===== config.mk =====
export PLATFORM = sky130hd
export DESIGN_NAME = seven_segment_mux
export DESIGN_NICKNAME = d
export VERILOG_FILES = /design/src/rtl/seven_segment_mux.sv
export SDC_FILE = /design/constraint.sdc
export NUM_CORES = 1
export LEC_CHECK = 0
export CAP_MARGIN = 20
export CORE_ASPECT_RATIO = 0.8
export CORE_MARGIN = 10
export CORE_UTILIZATION = 60
export CTS_CLUSTER_SIZE = 40
export DETAILED_ROUTE_END_ITERATION = 6
export GPL_TIMING_DRIVEN = 0
export PLACE_DENSITY_LB_ADDON = 0.05
export SLEW_MARGIN = 20
export SYNTH_ARGS = -nofsm -noshare
export SYNTH_HDL_FRONTEND = slang
export SYNTH_SLANG_ARGS = --single-unit

===== constraint.sdc =====
create_clock -name CLK -period 6.1 [get_ports CLK]
set_clock_uncertainty 0.15 [all_clocks]
set_input_delay 1.525 -clock CLK [delete_from_list [all_inputs] [get_ports CLK]]
set_output_delay 1.525 -clock CLK [all_outputs]
set_load 0.1 [all_outputs]

===== src/rtl/seven_segment_mux.sv =====
// Multiplexed hex driver for DIGITS seven-segment digits.
// Double-buffered data, LZS, DP/blank, PWM dimming, guard cycle.
//
// Ports:
//   CLK, RST      clock, synchronous active-high reset
//   EN            clock enable, everything holds when 0
//   DATA          one nibble per digit, digit 0 rightmost
//   DP, BLANK     per-digit decimal point / force dark
//   LOAD          capture DATA/DP/BLANK (applied at frame wrap)
//   LZS           leading-zero suppression enable
//   BRIGHT        PWM duty, 0 dark, all-ones full
//   SEGMENTS      a..g (bit0 = a), DP_OUT decimal point
//   SEL           one-hot digit select, FRAME wrap pulse
module seven_segment_mux #(
  parameter int DIGITS         = 4,
  parameter int THRESHOLD      = 100,
  parameter int BRIGHT_W       = 4,
  parameter int SEG_ACTIVE_LOW = 0,
  parameter int SEL_ACTIVE_LOW = 0
) (
  input  logic                  CLK,
  input  logic                  RST,
  input  logic                  EN,
  input  logic [4*DIGITS-1:0]   DATA,
  input  logic [DIGITS-1:0]     DP,
  input  logic [DIGITS-1:0]     BLANK,
  input  logic                  LOAD,
  input  logic                  LZS,
  input  logic [BRIGHT_W-1:0]   BRIGHT,
  output logic [6:0]            SEGMENTS,
  output logic                  DP_OUT,
  output logic [DIGITS-1:0]     SEL,
  output logic                  FRAME
);

  localparam int CW = $clog2(THRESHOLD + 1);
  localparam int IW = $clog2(DIGITS);
  localparam logic [CW-1:0] CNT_MAX = CW'(THRESHOLD);
  localparam logic [IW-1:0] IDX_MAX = IW'(DIGITS - 1);
  localparam logic SEG_INV = (SEG_ACTIVE_LOW != 0);
  localparam logic SEL_INV = (SEL_ACTIVE_LOW != 0);

  logic [CW-1:0]       cnt;
  logic [IW-1:0]       idx;
  logic [BRIGHT_W-1:0] pwm;

  logic [4*DIGITS-1:0] pend_data, act_data;
  logic [DIGITS-1:0]   pend_dp, act_dp;
  logic [DIGITS-1:0]   pend_blank, act_blank;
  logic                pend;

  logic                slot_end;
  logic                wrap;
  logic                bright_on;
  logic                show;
  logic [DIGITS-1:0]   supp;
  logic                hz;
  logic [3:0]          nib;
  logic                dark;
  logic                dpv;
  logic [6:0]          seg_nx;
  logic                dp_nx;
  logic [DIGITS-1:0]   sel_nx;

  function automatic logic [6:0] hex7(input logic [3:0] n);
    logic [6:0] s;
    unique case (n)
      4'h0: s = 7'h3F;
      4'h1: s = 7'h06;
      4'h2: s = 7'h5B;
      4'h3: s = 7'h4F;
      4'h4: s = 7'h66;
      4'h5: s = 7'h6D;
      4'h6: s = 7'h7D;
      4'h7: s = 7'h07;
      4'h8: s = 7'h7F;
      4'h9: s = 7'h6F;
      4'hA: s = 7'h77;
      4'hB: s = 7'h7C;
      4'hC: s = 7'h39;
      4'hD: s = 7'h5E;
      4'hE: s = 7'h79;
      4'hF: s = 7'h71;
      default: s = 7'h00;
    endcase
    return s;
  endfunction

  assign slot_end  = (cnt == '0);
  assign wrap      = slot_end && (idx == IDX_MAX);
  assign bright_on = (&BRIGHT) || (pwm < BRIGHT);
  // First cycle of every slot is a guard so the old digit's
  // segments never light the new digit.
  assign show      = (cnt != CNT_MAX) && bright_on;

  // A digit is suppressed when it and every digit above it is zero.
  always_comb begin
    hz   = 1'b1;
    supp = '0;
    for (int k = DIGITS - 1; k >= 0; k--) begin
      hz      = hz & (act_data[4*k +: 4] == 4'h0);
      supp[k] = LZS && (k != 0) && hz;
    end
  end

  always_comb begin
    nib    = 4'h0;
    dark   = 1'b0;
    dpv    = 1'b0;
    sel_nx = '0;
    for (int k = 0; k < DIGITS; k++) begin
      if (idx == IW'(k)) begin
        nib       = act_data[4*k +: 4];
        dark      = act_blank[k] | supp[k];
        dpv       = act_dp[k];
        sel_nx[k] = show;
      end
    end
    seg_nx = dark ? 7'h00 : hex7(nib);
    dp_nx  = dark ? 1'b0 : dpv;
  end

  always_ff @(posedge CLK) begin
    if (RST) begin
      cnt        <= CNT_MAX;
      idx        <= '0;
      pwm        <= '0;
      pend_data  <= '0;
      pend_dp    <= '0;
      pend_blank <= '0;
      pend       <= 1'b0;
      act_data   <= '0;
      act_dp     <= '0;
      act_blank  <= '0;
      SEGMENTS   <= {7{SEG_INV}};
      DP_OUT     <= SEG_INV;
      SEL        <= {DIGITS{SEL_INV}};
      FRAME      <= 1'b0;
    end else if (EN) begin
      pwm <= pwm + BRIGHT_W'(1);
      if (slot_end) begin
        cnt <= CNT_MAX;
        idx <= (idx == IDX_MAX) ? '0 : idx + IW'(1);
      end else begin
        cnt <= cnt - CW'(1);
      end
      FRAME <= wrap;
      // LOAD on the wrap edge goes straight to the active copy.
      if (wrap && LOAD) begin
        act_data  <= DATA;
        act_dp    <= DP;
        act_blank <= BLANK;
        pend      <= 1'b0;
      end else if (wrap && pend) begin
        act_data  <= pend_data;
        act_dp    <= pend_dp;
        act_blank <= pend_blank;
        pend      <= 1'b0;
      end else if (LOAD) begin
        pend_data  <= DATA;
        pend_dp    <= DP;
        pend_blank <= BLANK;
        pend       <= 1'b1;
      end
      SEGMENTS <= seg_nx ^ {7{SEG_INV}};
      DP_OUT   <= dp_nx ^ SEG_INV;
      SEL      <= sel_nx ^ {DIGITS{SEL_INV}};
    end
  end

endmodule


==> results of run 1 <==
how the worst max path moves through the flow:
stage / start / end / slack (ps) / depth (start not counted)
2_1_floorplan: BRIGHT[1] / SEL[0] / 3260 / 6
5_1_grt: SEGMENTS[0] / SEGMENTS[0] / 2530 / 1
4_1_cts: SEL[0] / SEL[0] / 2570 / 1
3_5_place_dp: RST / pend_data[11] / 2580 / 4
3_3_place_gp: RST / pend_data[11] / 2620 / 4
6_report: SEL[0] / SEL[0] / 2590 / 1
where the power goes:
| group | internal, mW | total (mW) | switching (mW) |
|---|---|---|---|
| clock network | 0.198 | 0.377 | 0.179 |
| registers | 0.506 | 0.519 | 0.0127 |
| logic | 0.0473 | 0.124 | 0.0763 |
| total | 0.751 | 1.02 | 0.268 |
synth_stat cells, drive strengths merged (2+ instances only):
cell type,number
nand4,4
and3,3
nor3,4
nand2,114
nand3b,5
inv,14
nor2,45
nand3,3
xor2,3
clkbuf,8
a211oi,7
nor3b,6
o21ai,8
xnor2,4
ha,16
a22o,4
a41oi,2
a21oi,32
buf,21
nor4,2
o31ai,3
a311oi,26
nor2b,6
nand2b,5
dfxtp,75
mux2i,7
o22ai,3
kinds of logic (layout without fill, tap and decap cells):
group / Yosys count / count (layout) / synth area share
adder cells (fa/ha/maj): 16 / 16 / 0.0525
XOR/XNOR: 7 / 7 / 0.0161
AND/OR/NAND/NOR: 200 / 200 / 0.243
multiplexers: 8 / 8 / 0.0213
AO/OA/AOI/OAI: 93 / 93 / 0.212
flip-flops: 75 / 75 / 0.394
buffers and inverters: 43 / 103 / 0.0601
sequential cells by signal, summed over array words and instances (netlist names):
name	count
SEGMENTS	7
pend_dp	4
pend_data	16
act_data	16
pend	1
FRAME	1
act_dp	4
pend_blank	4
idx	2
SEL	4
pwm	4
cnt	7
DP_OUT	1
act_blank	4
per-layer routing:
metal  part of all wire  vias to the layer above
met2               0.46                      111
met3              0.055                       17
met4              0.015                        0
met5                  0                        -
met1               0.47                     1584
li1                   -                     1638
layout make-up:
class | count | share of cell area
inverters | 14 | 0.0116
well taps | 81 | 0.0223
repair buffers | 44 | 0.0969
clock inverters | 5 | 0.0116
flip-flops and latches | 75 | 0.330
multi-input cells | 324 | 0.457
plain buffers | 29 | 0.0388
clock buffers | 11 | 0.0311
through the flow:
step	total power [mW]	setup WS, ps	hold slack, ps	std cells
after global routing	1.06	2530	325	583
after floorplan	0.605	3260	287	442
final	1.02	2590	305	583
after CTS	1.02	2570	306	583
after global placement	0.648	2620	283	567
after detailed placement	0.652	2580	295	567
tightest hold or removal path, delay by kind of cell (launching register included):
family | cells | cell delay [ps]
DFF | 1 | 320
and+or+nand+nor | 1 | 50
AOI/OAI and AO/OA | 1 | 50
==> flow_summary_export.csv, run 1 <==
group,metric,value,unit
status,status,"finished clean",
timing,period_share,0.576,
detailed_routing,num_vias,3350,
floorplan,rows,25,
timing,period_minus_slack,3510,ps
placed_design,dp_hpwl,6900,microns
grt,use_met2,0.310,
setup_path,crit_type,"flip-flop to primary output",
pwr,cellLeakagePower,1.64,nW
floorplan,die_h,91.3,microns
synth,synth-seq-cells,75,
setup_path,slowest_stage,"clkdlybuf4s50_1",
layout,nFillCells,446,
setup_path,r2r_setup_slack,3380,ps
clock_network,cts_tree,"done",
synth,yosysTopAreaCell,"dfxtp_1",
synth,synth_edf_count,0,
grt,grt_pass1_vias,3284,
detailed_routing,viasPerCell,5.75,
layout,syn2layout_area_growth,19.3,%
setup_path,cp_cell_sequence,"clkdlybuf4s50_1",
synth,syn_area,3810,sq um
layout,antenna_cells,0,
timing,setup_viol,0,
layout,seqCellArea,1500,sq um
clock_network,holdBufCountCts,0,
synth,synthDominantCellAreaShare,0.394,
timing,maxSlewHeadroom,0.343,
placed_design,dpl_cell_area,4350,sq um
synth,ys_seq_area_frac,0.394,
synth,syn_avg_cell_area,8.62,sq um
clock_network,cts.path.max_buffers,2,
detailed_routing,drt-total-wl,9470,microns
setup_path,r2r-end,"SEGMENTS[0]",
timing,hold_violations,0,
floorplan,core-area,6040,sq um
detailed_routing,postRouteAntennaNets,0,
grt,gr-max-usage-layer,"met2",
pwr,power_density,224,nW/um^2
clock_network,path_clk_slew,80,ps
setup_path,reg2reg_depth,10,
layout,final_common_cell,"nand2_1",
hold_path,holdPathEnd,"SEGMENTS[4]",
setup_path,critPathMaxFanout,2,
hold_path,holdPathStages,2,
detailed_routing,drt-initial-drc-count,321,
layout,design_area,4550,sq um
grt,grt_max_degree,13,
synth,synthTopCellsByArea,"dfxtp_1, nand2_1, a311oi_2, ha_1, a21oi_1",
setup_path,cp_top_family,"buffers and inverters",
floorplan,die_w,109,microns
synth,synth_fp_nets,491,
clock_network,post_cts_resized,0,
synth,yosysWarningCount,0,
timing,worst_pin_slew,982,ps
clock_network,h-tree-depth,3,
setup_path,cpPeakStageDelay,1140,ps
clock_network,cts_buffers,9,
synth,synthCells,442,
synth,synthFlopType,"dfxtp_1",
setup_path,cp.required,4430,ps
grt,global_route.usage.met1,0.237,
clock_network,post_cts_buffers,0,
clock_network,cts.root.buffer_cell,"clkbuf_8",
layout,final_cell_mix,"nand2_1, dfxtp_1, clkdlybuf4s50_1, nor2_1, a21oi_1",
timing,rsz0062_at_grt,"no",
setup_path,arrival,1840,ps
run,drv_cap,0,
setup_path,cp-end-kind,"primary output",
setup_path,startpoint_type,"flip-flop",
clock_network,clkLatencyLatePin,350,ps
hold_path,min-delay-start,"SEGMENTS[4]",
setup_path,r2r_start,"idx[0]",
grt,track_usage,0.191,
placed_design,port_buffers,44,
synth,synth_cell_types,54,
layout,utilization,0.753,
detailed_routing,drc_errors,0,
floorplan,io_pins,46,
placed_design,gp_congestion,0.885,
grt,grt-ovfl-total,0,
timing,max_freq,0.285,GHz
floorplan,die_area,9960,sq um
layout,multiInputGateArea,2080,sq um
clock_network,cts.sinks,75,
pwr,vdd_ir_drop_max,0.197,mV
hold_path,hold_path_class,"flip-flop to flip-flop",
floorplan,start_util,0.631,
synth,async_flop_share,0,
layout,nets,546,
timing,drv_slew,0,
detailed_routing,detail_route.wl_per_cell,16.2,microns
timing,final.setup.tns,0,ps
setup_path,path_buf_inv,1,
grt,antenna_found_initial,0,
grt,met3_usage,0.0466,
detailed_routing,dr.pass1.iters,5,
grt,grt_pass1_wl,15600,microns
layout,drive_gt1_frac,0.141,
(Power assumes the default switching activity.)
==> run 2: changes to the inputs <==
--- a/config.mk
+++ b/config.mk
@@ -8,7 +8,7 @@
 export CAP_MARGIN = 20
 export CORE_ASPECT_RATIO = 0.8
 export CORE_MARGIN = 10
-export CORE_UTILIZATION = 60
+export CORE_UTILIZATION = 50
 export CTS_CLUSTER_SIZE = 40
 export DETAILED_ROUTE_END_ITERATION = 6
 export GPL_TIMING_DRIVEN = 0
==> constraint.sdc (replaced) <==
create_clock -name CLK -period 3 [get_ports CLK]
set_clock_uncertainty 0.15 [all_clocks]
set_input_delay 0.75 -clock CLK [delete_from_list [all_inputs] [get_ports CLK]]
set_output_delay 0.75 -clock CLK [all_outputs]
set_load 0.1 [all_outputs]
==> flow_summary_export.csv, run 2 (synthesized netlist as in run 1, its figures left out) <==
group,metric,value,unit
clock_network,post_cts_resized,0,
timing,rsz0062_at_grt,"no",
clock_network,post_cts_buffers,0,
timing,max_freq,0.366,GHz
timing,final.setup.tns,0,ps
floorplan,start_util,0.515,
floorplan,die_w,118,microns
grt,grt_pass1_wl,15100,microns
floorplan,core-area,7390,sq um
timing,setup_viol,0,
setup_path,arrival,2860,ps
setup_path,crit_type,"flip-flop to flip-flop",
layout,final_cell_mix,"nand2_1, dfxtp_1, clkdlybuf4s50_1, nor2_1, a21oi_1",
clock_network,cts_tree,"done",
clock_network,cts.sinks,75,
clock_network,cts.root.buffer_cell,"clkbuf_8",
status,status,"finished clean",
setup_path,startpoint_type,"flip-flop",
layout,reg_top3,"act_data (16), pend_data (16)",
placed_design,port_buffers,44,
detailed_routing,drc_errors,0,
detailed_routing,num_vias,3270,
timing,worst_pin_slew,983,ps
floorplan,die_h,98.1,microns
pwr,vdd_ir_drop_max,0.236,mV
timing,setup_ws,265,ps
layout,antenna_cells,0,
pwr,cellLeakagePower,1.65,nW
timing,maxSlewHeadroom,0.343,
placed_design,dp_hpwl,6900,microns
floorplan,io_pins,46,
grt,antenna_found_initial,0,
hold_path,holdPathStages,2,
run,drv_cap,0,
grt,track_usage,0.156,
grt,grt_max_degree,14,
setup_path,reg2reg_depth,10,
floorplan,die_area,11500,sq um
timing,hold_ws,295,ps
clock_network,holdBufCountCts,0,
clock_network,h-tree-depth,3,
grt,grt_pass1_vias,3062,
detailed_routing,viasPerCell,5.40,
layout,nets,546,
timing,drv_slew,0,
setup_path,cp-end-kind,"flip-flop",
layout,nFillCells,664,
detailed_routing,detail_route.wl_per_cell,15.3,microns
placed_design,place_ws,254,ps
timing,period_minus_slack,2740,ps
placed_design,gp_congestion,0.824,
detailed_routing,postRouteAntennaNets,0,
grt,grt-ovfl-total,0,
layout,drive_gt1_frac,0.142,
layout,syn2layout_area_growth,20.6,%
timing,hold_violations,0,
clock_network,clkLatencyLatePin,340,ps
setup_path,critPathMaxFanout,10,
hold_path,hold_path_class,"flip-flop to flip-flop",
detailed_routing,dr.pass1.iters,5,
clock_network,path_clk_slew,70,ps
setup_path,cp.required,3120,ps
floorplan,rows,28,
clock_network,cts_buffers,9,
clock_network,cts.path.max_buffers,2,
detailed_routing,drt-initial-drc-count,142,
detailed_routing,drt-total-wl,9290,microns
pwr,power_density,467,nW/um^2
timing,period_share,0.912,
layout,final_common_cell,"nand2_1",
run 2: cell count changes in the layout (fill, tap and decap cells not counted):
cell,previous run,this run
inv_6,0,1
clkbuf_1,9,8
bufinv_16,1,2
clkinv_2,3,1
clkinv_4,0,1
clkbuf_8,10,9
run 2: final cells by class:
| class | count | area (sq um) | area share |
|---|---|---|---|
| buffer | 29 | 176 | 0.0384 |
| clock buffer | 9 | 124 | 0.0270 |
| clock inverter | 6 | 90.1 | 0.0196 |
| inverter | 14 | 52.6 | 0.0114 |
| multi-input combinational | 324 | 2080 | 0.452 |
| sequential | 75 | 1500 | 0.327 |
| tap | 105 | 131 | 0.0286 |
| timing repair buffer | 44 | 440 | 0.0958 |
run 2: where the power goes:
| group | switching (mW) | leakage (nW) | internal (mW) | total (mW) |
|---|---|---|---|---|
| Combinational | 0.153 | 0.930 | 0.0958 | 0.249 |
| Clock | 0.380 | 0.106 | 0.467 | 0.847 |
| Sequential | 0.0239 | 0.611 | 1.03 | 1.05 |
run 2: worst paths after layout:
check	slack, ps	end	startpoint
max	260	SEGMENTS[1]	idx[0]
min	290	SEGMENTS[1]	SEGMENTS[1]
max reg2reg	260	SEGMENTS[1]	idx[0]
min reg2reg	290	SEGMENTS[1]	SEGMENTS[1]
run 2: worst max-delay path, cell delays in order (launching register included):
cell and delay, ps:
dfxtp_1 420, inv_1 90, ha_1 250, buf_2 200, nor3b_1 180, a211oi_2 410
inv_1 200, ha_1 350, mux2i_1 70, a32o_1 250, o21ai_1 100
run 2: layer usage:
layer | wire, microns | track usage | vias up
met3 | 564 | 0.0437 | 5
met1 | 4380 | 0.195 | 1532
li1 | - | - | 1645
met4 | 44 | 0.0436 | 0
met2 | 4300 | 0.257 | 88
met5 | 0 | 0 | -
run 2: through the flow:
stage	area [sq um]	utilization	power (mW)	instances
after global routing	4600	0.622	2.23	606
after detailed placement	4380	0.593	1.32	591
after floorplan	3810	-	1.23	442
after global placement	4380	0.593	1.32	591
after CTS	4600	0.622	2.17	606
final	4600	0.622	2.15	606
==> run 3: changes to the inputs <==
--- a/config.mk
+++ b/config.mk
@@ -13,6 +13,7 @@
 export DETAILED_ROUTE_END_ITERATION = 6
 export GPL_TIMING_DRIVEN = 0
 export PLACE_DENSITY_LB_ADDON = 0.05
+export SKIP_CTS_REPAIR_TIMING = 1
 export SLEW_MARGIN = 20
 export SYNTH_ARGS = -nofsm -noshare
 export SYNTH_HDL_FRONTEND = slang
==> results of run 3 <==
Same layout as run 2: the final DEF is identical, and so are final timing and power.
